<file path="src/rtl/mul_pkg.sv">
// Shared types for the pipelined M-extension multiplier.
// Operation encoding, per-stage control bundle and pipeline depth.
package mul_pkg;

  typedef enum logic [1:0] {
    MUL    = 2'b00,
    MULH   = 2'b01,
    MULHSU = 2'b10,
    MULHU  = 2'b11
  } mul_op_e;

  localparam int MUL_LAT = 3;

  // Two's complement magnitude; 0x80000000 maps to itself (read unsigned).
  function automatic logic [31:0] mag32(input logic [31:0] x);
    return x[31] ? (~x + 32'd1) : x;
  endfunction

endpackage

</file>
<file path="src/rtl/mul_operand_prep.sv">
// Sign handling ahead of the unsigned multiplier array:
// operand magnitudes plus the result negate flag.
module mul_operand_prep
  import mul_pkg::*;
(
  input  mul_op_e     op_i,
  input  logic [31:0] rs1_i,
  input  logic [31:0] rs2_i,
  output logic [31:0] opa_o,
  output logic [31:0] opb_o,
  output logic        negate_o
);

  logic sa;
  logic sb;

  assign sa = rs1_i[31];
  assign sb = rs2_i[31];

  always_comb begin
    opa_o    = rs1_i;
    opb_o    = rs2_i;
    negate_o = 1'b0;
    unique case (1'b1)
      (op_i == MUL) || (op_i == MULH): begin
        opa_o    = mag32(rs1_i);
        opb_o    = mag32(rs2_i);
        negate_o = sa ^ sb;
      end
      (op_i == MULHSU): begin
        opa_o    = mag32(rs1_i);
        negate_o = sa;
      end
      (op_i == MULHU): begin
        negate_o = 1'b0;
      end
      default: ;
    endcase
  end

endmodule

</file>
<file path="src/rtl/mul_pipe_ctrl.sv">
// Control for the X/M/W multiplier pipeline: handshakes, stalls, flush.
// Optional perf counters under `ifdef MUL_PERF_CNT_EN.
module mul_pipe_ctrl
  import mul_pkg::*;
#(
  parameter int TAG_W = 5,
  parameter int CNT_W = 32
) (
  input  logic             clk,
  input  logic             rst_n,
  input  logic             req_valid,
  output logic             req_ready,
  input  logic [1:0]       req_op,
  input  logic [31:0]      req_rs1,
  input  logic [31:0]      req_rs2,
  input  logic [TAG_W-1:0] req_tag,
  input  logic             flush,
  output logic             x_en,
  output logic             m_en,
  output logic             w_en,
  output logic [31:0]      x_opa,
  output logic [31:0]      x_opb,
  output logic [1:0]       s3_op,
  output logic             s3_negate,
  input  logic [31:0]      dp_result,
  output logic             rsp_valid,
  input  logic             rsp_ready,
  output logic [TAG_W-1:0] rsp_tag,
  output logic [31:0]      rsp_data,
  output logic             busy
`ifdef MUL_PERF_CNT_EN
  ,
  output logic [CNT_W-1:0] perf_issued,
  output logic [CNT_W-1:0] perf_stall
`endif
);

  typedef struct packed {
    mul_op_e          op;
    logic             negate;
    logic [TAG_W-1:0] tag;
  } mul_stage_t;

  logic [MUL_LAT-1:0] v_q;
  logic [MUL_LAT-1:0] v_d;
  mul_stage_t s1_q;
  mul_stage_t s2_q;
  mul_stage_t s3_q;
  mul_stage_t s1_d;

  logic adv1;
  logic adv2;
  logic adv3;
  logic neg;

  mul_operand_prep u_prep (
    .op_i     (mul_op_e'(req_op)),
    .rs1_i    (req_rs1),
    .rs2_i    (req_rs2),
    .opa_o    (x_opa),
    .opb_o    (x_opb),
    .negate_o (neg)
  );

  // A stage may move only if the one downstream is empty or leaving.
  assign adv3 = v_q[2] & rsp_ready;
  assign adv2 = v_q[1] & (!v_q[2] | adv3);
  assign adv1 = v_q[0] & (!v_q[1] | adv2);

  assign req_ready = !flush & (!v_q[0] | adv1);
  assign x_en      = req_valid & req_ready;
  assign m_en      = adv1;
  assign w_en      = adv2;

  always_comb begin
    s1_d.op     = mul_op_e'(req_op);
    s1_d.negate = neg;
    s1_d.tag    = req_tag;
    v_d[0] = x_en | (v_q[0] & !adv1);
    v_d[1] = adv1 | (v_q[1] & !adv2);
    v_d[2] = adv2 | (v_q[2] & !adv3);
    if (flush) v_d = '0;
  end

  always_ff @(posedge clk or negedge rst_n) begin
    if (!rst_n) begin
      v_q  <= '0;
      s1_q <= '0;
      s2_q <= '0;
      s3_q <= '0;
    end else begin
      v_q <= v_d;
      if (x_en) s1_q <= s1_d;
      if (m_en) s2_q <= s1_q;
      if (w_en) s3_q <= s2_q;
    end
  end

  assign rsp_valid = v_q[2];
  assign rsp_tag   = s3_q.tag;
  assign rsp_data  = dp_result;
  assign s3_op     = s3_q.op;
  assign s3_negate = s3_q.negate;
  assign busy      = |v_q;

`ifdef MUL_PERF_CNT_EN
  logic [CNT_W-1:0] issued_q;
  logic [CNT_W-1:0] stall_q;

  always_ff @(posedge clk or negedge rst_n) begin
    if (!rst_n) begin
      issued_q <= '0;
      stall_q  <= '0;
    end else begin
      if (x_en) issued_q <= issued_q + CNT_W'(1);
      if (v_q[2] & !rsp_ready) stall_q <= stall_q + CNT_W'(1);
    end
  end

  assign perf_issued = issued_q;
  assign perf_stall  = stall_q;
`endif

endmodule

</file>
<file path="config.mk">
export PLATFORM = sky130hd
export DESIGN_NAME = mul_pipe_ctrl
export DESIGN_NICKNAME = d
export VERILOG_FILES = /design/src/rtl/mul_pkg.sv /design/src/rtl/mul_operand_prep.sv /design/src/rtl/mul_pipe_ctrl.sv
export SDC_FILE = /design/constraint.sdc
export NUM_CORES = 1
export LEC_CHECK = 0
export ABC_CLOCK_PERIOD_IN_PS = 2600
export CORE_MARGIN = 10
export CORE_UTILIZATION = 30
export CTS_CLUSTER_SIZE = 24
export DETAILED_ROUTE_END_ITERATION = 16
export GPL_ROUTABILITY_DRIVEN = 0
export PLACE_DENSITY = 0.82
export SLEW_MARGIN = 10
export SYNTH_ARGS = -nofsm -noshare
export SYNTH_HDL_FRONTEND = slang
export SYNTH_HIERARCHICAL = 1
export SYNTH_SLANG_ARGS = --single-unit
</file>
<file path="constraint.sdc">
create_clock -name clk -period 2.6 [get_ports clk]
set_input_delay 0.52 -clock clk [delete_from_list [all_inputs] [get_ports clk]]
set_output_delay 0.52 -clock clk [all_outputs]
set_load 0.005 [all_outputs]
</file>
==> results.txt, run 1 <==
The initial antenna violation count is 1. Setup violations remaining at the end of the flow were counted as 20. The final period demand of the worst path is 3028 ps. Summing the areas of all compound-gate instances in the mapped netlist gives 11.53% of the synthesized area.

The power density over the cells is 301.9 nW/um2. The internal power of the cells came out at 1.167 mW. Across all setup checks in the final design, the least slack found is -428.3 ps. The number of endpoints with negative hold slack in the final report is 0. Setup repair after global routing could not meet its margin everywhere. The clock tree from TritonCTS is yes.

The final critical path takes up 116.5% of the cycle. The highest ir drop seen on vdd came out at 0.2478 mV. Max-cap violations in this run came to 0. The clock network burns 13.3% of the power. The share of synthesized area spent on multiplexers is 10.04%.

The share of total power consumed by net switching came out at 31.42%. The number of nets in the finished design is 680. The clock input transition at the sequential cells of the worst setup and hold paths came out at 80 ps.

The residual overflow from global routing is 0. Static timing analysis puts the maximum clock frequency at 0.3302 GHz. The total routed wirelength came out at 12630 um. For this run, the slowest stage of the critical path takes 530 ps. The aggregate global-route resource usage is 17.43%.

The overall power is 1.702 mW. The area of the core came out at 8721 um2. At the later pin of the worst-skew pair, clock insertion delay measures 270 ps. The worst setup skew after layout is 5.018 ps.

The root buffer selected by CTS is sky130_fd_sc_hd__clkbuf_8. The required time of the critical path came out at 2080 ps. The HPWL after detailed placement is 9397 um. The maximum level of the CTS H-tree came out at 1.

The standby leakage power came out at 2.552 nW. The initialized floorplan defines 34 standard-cell rows. The element type at the critical path start is an input port.

The synthesized design contains 27 register bits. The post-synth net total is 433. Traced cell by cell, the critical path runs through buf_2 > or4_4 > or4_4 > or3_4 > o21ai_2 > xnor2_1 > buf_2.

The switching power total is 534.8 uW. The worst endpoint data arrival time came out at 2510 ps. The xor/xnor cell area share of the yosys netlist is 18.87%.

The tightest min-delay check is of the flop to flop type. The arithmetic-cell share of the synthesized area counting full adders, half adders and majority gates is 0.9298%. The count of yosys warnings during synthesis is 6. The overall die area came out at 13160 um2. The number of global-route vias before repair came to 3631.

The count of pins over their slew limit is 0. Before antenna repair, the detailed router went through 4 iterations. The final route contains 3354 vias. The flow ran to the end, but the final reports show violations. The per-instance average area after synthesis came out at 8.332 um2.

The worst-margin pin slew is 422.0 ps. The wire length of the first global-routing pass is 18820 um. The largest individual stage delay along the critical path comes from the cell sky130_fd_sc_hd__or4_4.

The count of boundary I/O pins came out at 218. Measured along the x axis, the die boundary spans 114.7 um. The register share of total power came out at 33.3%. The final reports fail on negative setup slack. The clock passes through at most 2 buffers.

The quantity of hold-fixing buffers added after cts is 0. The critical path is of the input port to output port type. The pin count of the biggest net entering global routing is 28. Once detail routing completed, the nets flagged for antenna violations numbered 0. The share of final-layout standard cells stronger than drive strength 1 came out at 57.29%. After the first detailed-routing iteration, the DRC count stood at 90. The clock sink total is 27.

The post-synthesis instance area came out at 2691 um2. Sequential cells were found to cover 25.10% of the synthesized design area. The maximum fanout along the worst path is 2.

During placement, the flow inserted port buffers numbering 153. The initial core utilization came out at 30.86%. The dominant combinational cell family by area after synthesis is simple AND/OR/NAND/NOR gates. Summing the areas of all and, or, nand and nor instances in the mapped netlist gives 21.15% of the synthesized area.

The DRC violation count after routing is 0. After detailed routing, the average wire length per cell comes to 18.63 um. The TritonCTS buffer count came out at 3. The headroom to the max-slew limit came out at 71.61%. The post-synthesis cell count came out at 323.

The via-per-instance ratio came out at 4.947. The worst setup path is captured at an output port. The signed area change from the synthesized netlist to the final layout came out at 109.5%.

The combinational share of power is 53.4%. The die extent in y came out at 114.7 um. The placement-stage worst setup slack is -1371 ps. The distinct cell type count of the synthesized netlist came out at 37.
[what timing repair did]
| action | 4_1_cts | 5_1_grt |
|---|---|---|
| setup endpoints to repair | 62 | 54 |
| setup buffers | 25 | 15 |
| pin swaps | 66 | 59 |
| gates resized for setup | 441 | 73 |
[path summary, 6_finish.rpt]
path | startpoint | slack [ps] | end | cells past startpoint
max in group asynchronous | rst_n | 1730 | s2_q[7] | 2
setup / recovery | req_rs2[7] | -430 | x_opb[30] | 7
setup reg to reg | v_q[1] | 920 | s1_q[0] | 5
hold / removal | s1_q[5] | 490 | s1_q[5] | 1
min in group asynchronous | rst_n | 620 | rsp_tag[0] | 2
hold reg to reg | s1_q[5] | 490 | s1_q[5] | 1
[layout by cell type (no fill, tap or decap), types with 5 or more instances in the layout]
master,count
sky130_fd_sc_hd__a21oi_1,6
sky130_fd_sc_hd__a21oi_2,10
sky130_fd_sc_hd__buf_2,48
sky130_fd_sc_hd__buf_4,99
sky130_fd_sc_hd__buf_6,37
sky130_fd_sc_hd__clkbuf_2,11
sky130_fd_sc_hd__clkdlybuf4s15_1,5
sky130_fd_sc_hd__clkdlybuf4s50_1,44
sky130_fd_sc_hd__dfrtp_1,27
sky130_fd_sc_hd__dlygate4sd2_1,28
sky130_fd_sc_hd__inv_1,6
sky130_fd_sc_hd__mux2_1,8
sky130_fd_sc_hd__mux2_2,16
sky130_fd_sc_hd__nand2_1,11
sky130_fd_sc_hd__nor2_1,21
sky130_fd_sc_hd__nor3_1,6
sky130_fd_sc_hd__nor3_2,5
sky130_fd_sc_hd__o21ai_0,6
sky130_fd_sc_hd__o21ai_2,11
sky130_fd_sc_hd__o31ai_4,8
sky130_fd_sc_hd__or4_4,10
sky130_fd_sc_hd__xnor2_1,27
sky130_fd_sc_hd__xor2_1,27
[synthesized netlist by cell type (all sizes together)]
library cell	instances	share of area, %
a21bo	1	0.37
or4b	1	0.37
nor2b	4	0.93
or3	5	1.3
nand2	20	2.8
nor2	27	3.8
o21a	1	0.28
dfrtp	27	25
o21ai	19	3.7
nand2b	4	0.93
inv	9	1.3
a21oi	17	3.2
clkbuf	6	0.84
and3	3	0.70
and2	2	0.46
nor4bb	1	0.37
xnor2	31	10
nand4	1	0.23
and4b	2	0.74
nor3	15	2.8
o41ai	1	0.33
xor2	27	8.8
buf	37	10
or2	1	0.23
a31oi	4	0.93
nor3b	1	0.46
ha	2	0.93
nand3	3	0.56
or4	11	3.1
nor4	6	1.4
o31ai	10	2.8
mux2	24	10
[power groups by stage]
stage               Sequential, mW  Combinational, mW  Clock (mW)
floorplan                    0.569              0.313           0
global placement             0.569              0.882           0
detailed placement           0.577              0.906           0
CTS                          0.570              0.887       0.231
global route                 0.581              0.982       0.250
finish                       0.567              0.909       0.226
[worst max-delay path, delay by kind of cell]
kind                   cells  cell delay (ps)
AND/OR/NAND/NOR            3             1480
buffers and inverters      2              240
AO/OA/AOI/OAI              1              140
XOR/XNOR                   1              120
[metrics by stage]
step / utilization (%) / TNS, ps / area, um2 / hold WS (ps) / cells
2_1_floorplan: - / -119.3 / 2731 / 224.4 / 323
3_3_place_gp: 55.24 / -45550 / 4817 / 462.4 / 635
3_5_place_dp: 55.24 / -46530 / 4817 / 470.8 / 635
4_1_cts: 61.69 / -3332 / 5380 / 489.6 / 663
5_1_grt: 64.65 / -4201 / 5638 / 506.0 / 678
6_report: 64.65 / -2106 / 5638 / 488.6 / 678
[registers in the layout, summed over array words and instances (netlist names)]
| register | cells |
|---|---|
| s1_q | 8 |
| s2_q | 8 |
| rsp_tag | 5 |
| v_q | 3 |
| s3_op | 2 |
| s3_negate | 1 |
[cell families (layout without fill, tap and decap cells)]
family | count (synthesis) | after routing
AND/OR/NAND/NOR | 107 | 107
XOR/XNOR | 58 | 58
AO/OA/AOI/OAI | 53 | 53
buffers and inverters | 52 | 298
flip-flops | 27 | 27
multiplexers | 24 | 24
adder cells (fa/ha/maj) | 2 | 2
other | 0 | 1
[routing by layer]
layer	GRT usage (%)	part of all wire, %	vias up
met5	0	0	-
met4	6.931	2.9	0
met3	3.983	6.7	42
met2	33.79	56	119
met1	17.34	34	1603
li1	-	-	1590
[final cells by class]
| class | instances | area (um2) |
|---|---|---|
| sequential | 27 | 675.6 |
| clock buffer | 4 | 45.04 |
| fill | 728 | 3083 |
| tap | 108 | 135.1 |
| inverter | 9 | 51.30 |
| multi-input combinational | 244 | 2337 |
| timing repair buffer | 285 | 2391 |
| antenna | 1 | 2.502 |
No activity file was read; power rests on OpenSTA's default activity.
==> run 2: changes to the inputs <==
Settings changed: ABC_CLOCK_PERIOD_IN_PS 2600 to 3100, CORE_UTILIZATION 30 to 34, PLACE_DENSITY 0.82 to 0.87.
Clock period 2.6 ns to 3.1 ns, I/O delays scaled along.
==> run 2 against run 1 <==
  * The run still ends with negative setup slack left
  * Design area shrank 6.1%
  * Global-route usage is 1.1 points higher
  * Sequential share of layout area grew 0.78 points
  * Via count shrank 1.1%
  * Non-clock buffer count down 22
  * Flip-flop and latch count is the same
  * Utilization is 3.9 points higher
  * Worst hold slack improved by 8.2 ps
  * Sequential power is 16% lower
  * Worst setup slack better by 320 ps
  * Critical path type unchanged
  * Critical endpoint unchanged
==> results.txt, run 2 (same netlist as run 1, synthesis figures left out) <==
The share of final-layout standard cells stronger than drive strength 1 came out at 44.97% (-12 points). Setup repair after global routing could not meet its margin everywhere. The clock sink total is 27 (unchanged). met2 is the most crowded layer. The overall power came out at 1.435 mW (-16%).

The highest ir drop seen on vdd is 0.2111 mV (-15%). The worst-margin pin slew is 375.5 ps (-46.51 ps). The via-per-instance ratio is 5.102 (+3.1%). The remaining antenna violation count after routing came to 0 (unchanged). The DRC violation count after routing came to 0 (unchanged). The maximum level of the CTS H-tree is 1 (unchanged). The count of boundary I/O pins is 218 (unchanged).

Traced cell by cell, the critical path runs through buf_8 > inv_4 > ha_4 > or4b_4 > or4_4 > or3_4 > o21ai_2 > xnor2_1 > buf_2. The power density over the cells is 271.0 nW/um2 (-10%). The post-layout instance count excluding filler cells is 650 (-4.1%). The final period demand of the worst path is 3207 ps. The pin count of the biggest net entering global routing is 28 (unchanged).

The post-placement cell area came out at 4717 um2 (-2.1%). The TritonCTS buffer count came out at 3 (unchanged). The detailed-router iteration count before antenna repair came to 4 (unchanged). The total non-filler cell area in the finished layout is 5295 um2 (-6.1%). The library cell used most frequently in the layout, excluding fill and tap cells, is sky130_fd_sc_hd__buf_4. In this run the most critical hold path is launched from s1_q[0]. The final setup violation count came out at 2 (-90%). The initial antenna violation count was 0 (-1). The number of inserted filler cells in the final layout came out at 561 (-23%).

The quantity of hold-fixing buffers added after cts is 0 (unchanged). The final core utilization came out at 68.52% (+3.9 points). The slowest stage of the critical path belongs to the cell sky130_fd_sc_hd__or4b_4. The number of nets in the finished design came out at 658 (-3.2%). The total routed wirelength came out at 12340 um (-2.3%).

The setup path with the least slack is of type input port to output port. The placement-stage worst setup slack came out at -938.0 ps (+432.6 ps). The required time of the critical path is 2480 ps (+400 ps). The highest cell delay on the worst timing path came to 460 ps (-70 ps). The minimum setup slack in the final design is -107.3 ps (+321.0 ps).

The initial core utilization is 34.83% (+4.0 points). The number of max-cap violations came out at 0 (unchanged). The met2 usage in global routing was 35.26% (+1.5 points). The worst register-to-register path begins at v_q[1].

STA classifies the critical path endpoint as an output port. The tree is rooted in a sky130_fd_sc_hd__clkbuf_8. The count of pins over their slew limit came out at 0 (unchanged). The die extent in y is 109.0 um (-5.0%).

The aggregate global-route resource usage came out at 18.53% (+1.1 points). The worst endpoint data arrival time came out at 2590 ps (+80 ps). The number of endpoints with negative hold slack in the final report is 0 (unchanged). The clock input transition at the sequential cells of the worst setup and hold paths was 90 ps (about the same).

The residual overflow from global routing came out at 0 (unchanged). The chip width is 109.0 um (-5.0%). The first-iteration detailed-routing DRC count is 99 (+10%). The flow ran to the end, but the final reports show violations. The signed area change from the synthesized netlist to the final layout is 96.75%.

The maximum fanout along the worst path is 2 (unchanged). The element type at the critical path start is an input port. The average wire per standard cell is 18.99 um (+1.9%). The cell row count is 32 (-5.9%). TritonCTS built the clock tree. The maximum buffer depth of the clock tree came out at 2 (unchanged). The met3 track utilization from global routing was 5.664% (+1.7 points). The worst setup skew after layout is 1.037 ps (-3.981 ps). The clock latency reported for the late side of the worst-skew pair came out at 280 ps (about the same). The met1 usage is 18.43% (+1.1 points).

The standby leakage power was 2.454 nW (-3.8%). The number of input and output port buffers inserted is 153 (unchanged). The classification of the worst-slack hold path is flop to flop. The internal reg-to-reg setup slack is 1490 ps (+570 ps). The final reports fail on negative setup slack. The wire length of the first global-routing pass came out at 17910 um (-4.9%). The headroom to the max-slew limit is 74.74% (+3.1 points). In the layout the commonest cells are sky130_fd_sc_hd__buf_4, sky130_fd_sc_hd__clkdlybuf4s50_1, sky130_fd_sc_hd__xnor2_1, sky130_fd_sc_hd__buf_2, sky130_fd_sc_hd__dfrtp_1.

The overall die area came out at 11870 um2 (-9.8%). The detailed-placement wirelength estimate is 9047 um (-3.7%). The number of global-route vias before repair was 3492 (-3.8%). The total via count after detailed routing was 3316 (-1.1%). In this run the worst setup path begins at req_rs2[1]. Timing would allow up to 0.3118 GHz. The number of placed instances with taps included came out at 622 (-2.0%). The area of the core came out at 7727 um2 (-11%). The period utilization came out at 103.5%.
## run 2: cell count changes in the layout (fill, tap and decap cells not counted), moves of 4 or more
| cell | before | now |
|---|---|---|
| sky130_fd_sc_hd__dlymetal6s2s_1 | 3 | 18 |
| sky130_fd_sc_hd__a21oi_1 | 6 | 11 |
| sky130_fd_sc_hd__clkbuf_2 | 11 | 7 |
| sky130_fd_sc_hd__buf_2 | 48 | 29 |
| sky130_fd_sc_hd__clkdlybuf4s50_1 | 44 | 68 |
| sky130_fd_sc_hd__dlygate4sd2_1 | 28 | 18 |
| sky130_fd_sc_hd__a21oi_2 | 10 | 6 |
| sky130_fd_sc_hd__buf_6 | 37 | 11 |
## run 2: power by group
part	internal [mW]	switching, mW	total (mW)
registers	0.435	0.0412	0.476
logic	0.458	0.299	0.757
clock network	0.0914	0.111	0.203
## run 2: final cells by class
cell class / instances / area (um2) / area share [%]
clock inverter: 1 / 7.507 / 0.1418
clock buffer: 3 / 41.29 / 0.7798
multi-input combinational: 244 / 2136 / 40.34
timing repair buffer: 263 / 2268 / 42.84
antenna: 1 / 2.502 / 0.04726
inverter: 9 / 36.28 / 0.6853
sequential: 27 / 675.6 / 12.76
tap: 102 / 127.6 / 2.410
## run 2: timing repair
item / 4_1_cts / 5_1_grt
gates resized for setup: 266 / 63
hold endpoints to repair: 0 / 0
setup buffers: 6 / 17
setup endpoints to repair: 51 / 48
pin swaps: 40 / 29
## run 2: worst paths after layout
kind	end	cells after the start
setup / recovery	x_opb[30]	9
hold / removal	s1_q[0]	1
setup reg to reg	s1_q[3]	4
hold reg to reg	s1_q[0]	1
max in group asynchronous	v_q[1]	2
min in group asynchronous	rsp_tag[2]	2
## run 2: layer usage
layer  routed length, um  share of wire, %
met2                6758                55
met4                 437               3.5
met3                 979               7.9
met5                   0                 0
met1                4166                34
## run 2: per-stage QoR
stage	TNS [ps]	hold WS [ps]
6_report	-138.5	496.7
5_1_grt	-497.2	510.9
4_1_cts	-133.8	498.3
3_5_place_dp	-24220	477.0
3_3_place_gp	-21660	463.9
2_1_floorplan	0	324.4
## run 2: critical path: cells and delay by family
kind | cells | cell delay, ps
compound gates | 1 | 140
xor+xnor | 1 | 120
fa+ha+maj | 1 | 120
buf+inv | 3 | 280
simple gates | 3 | 1300
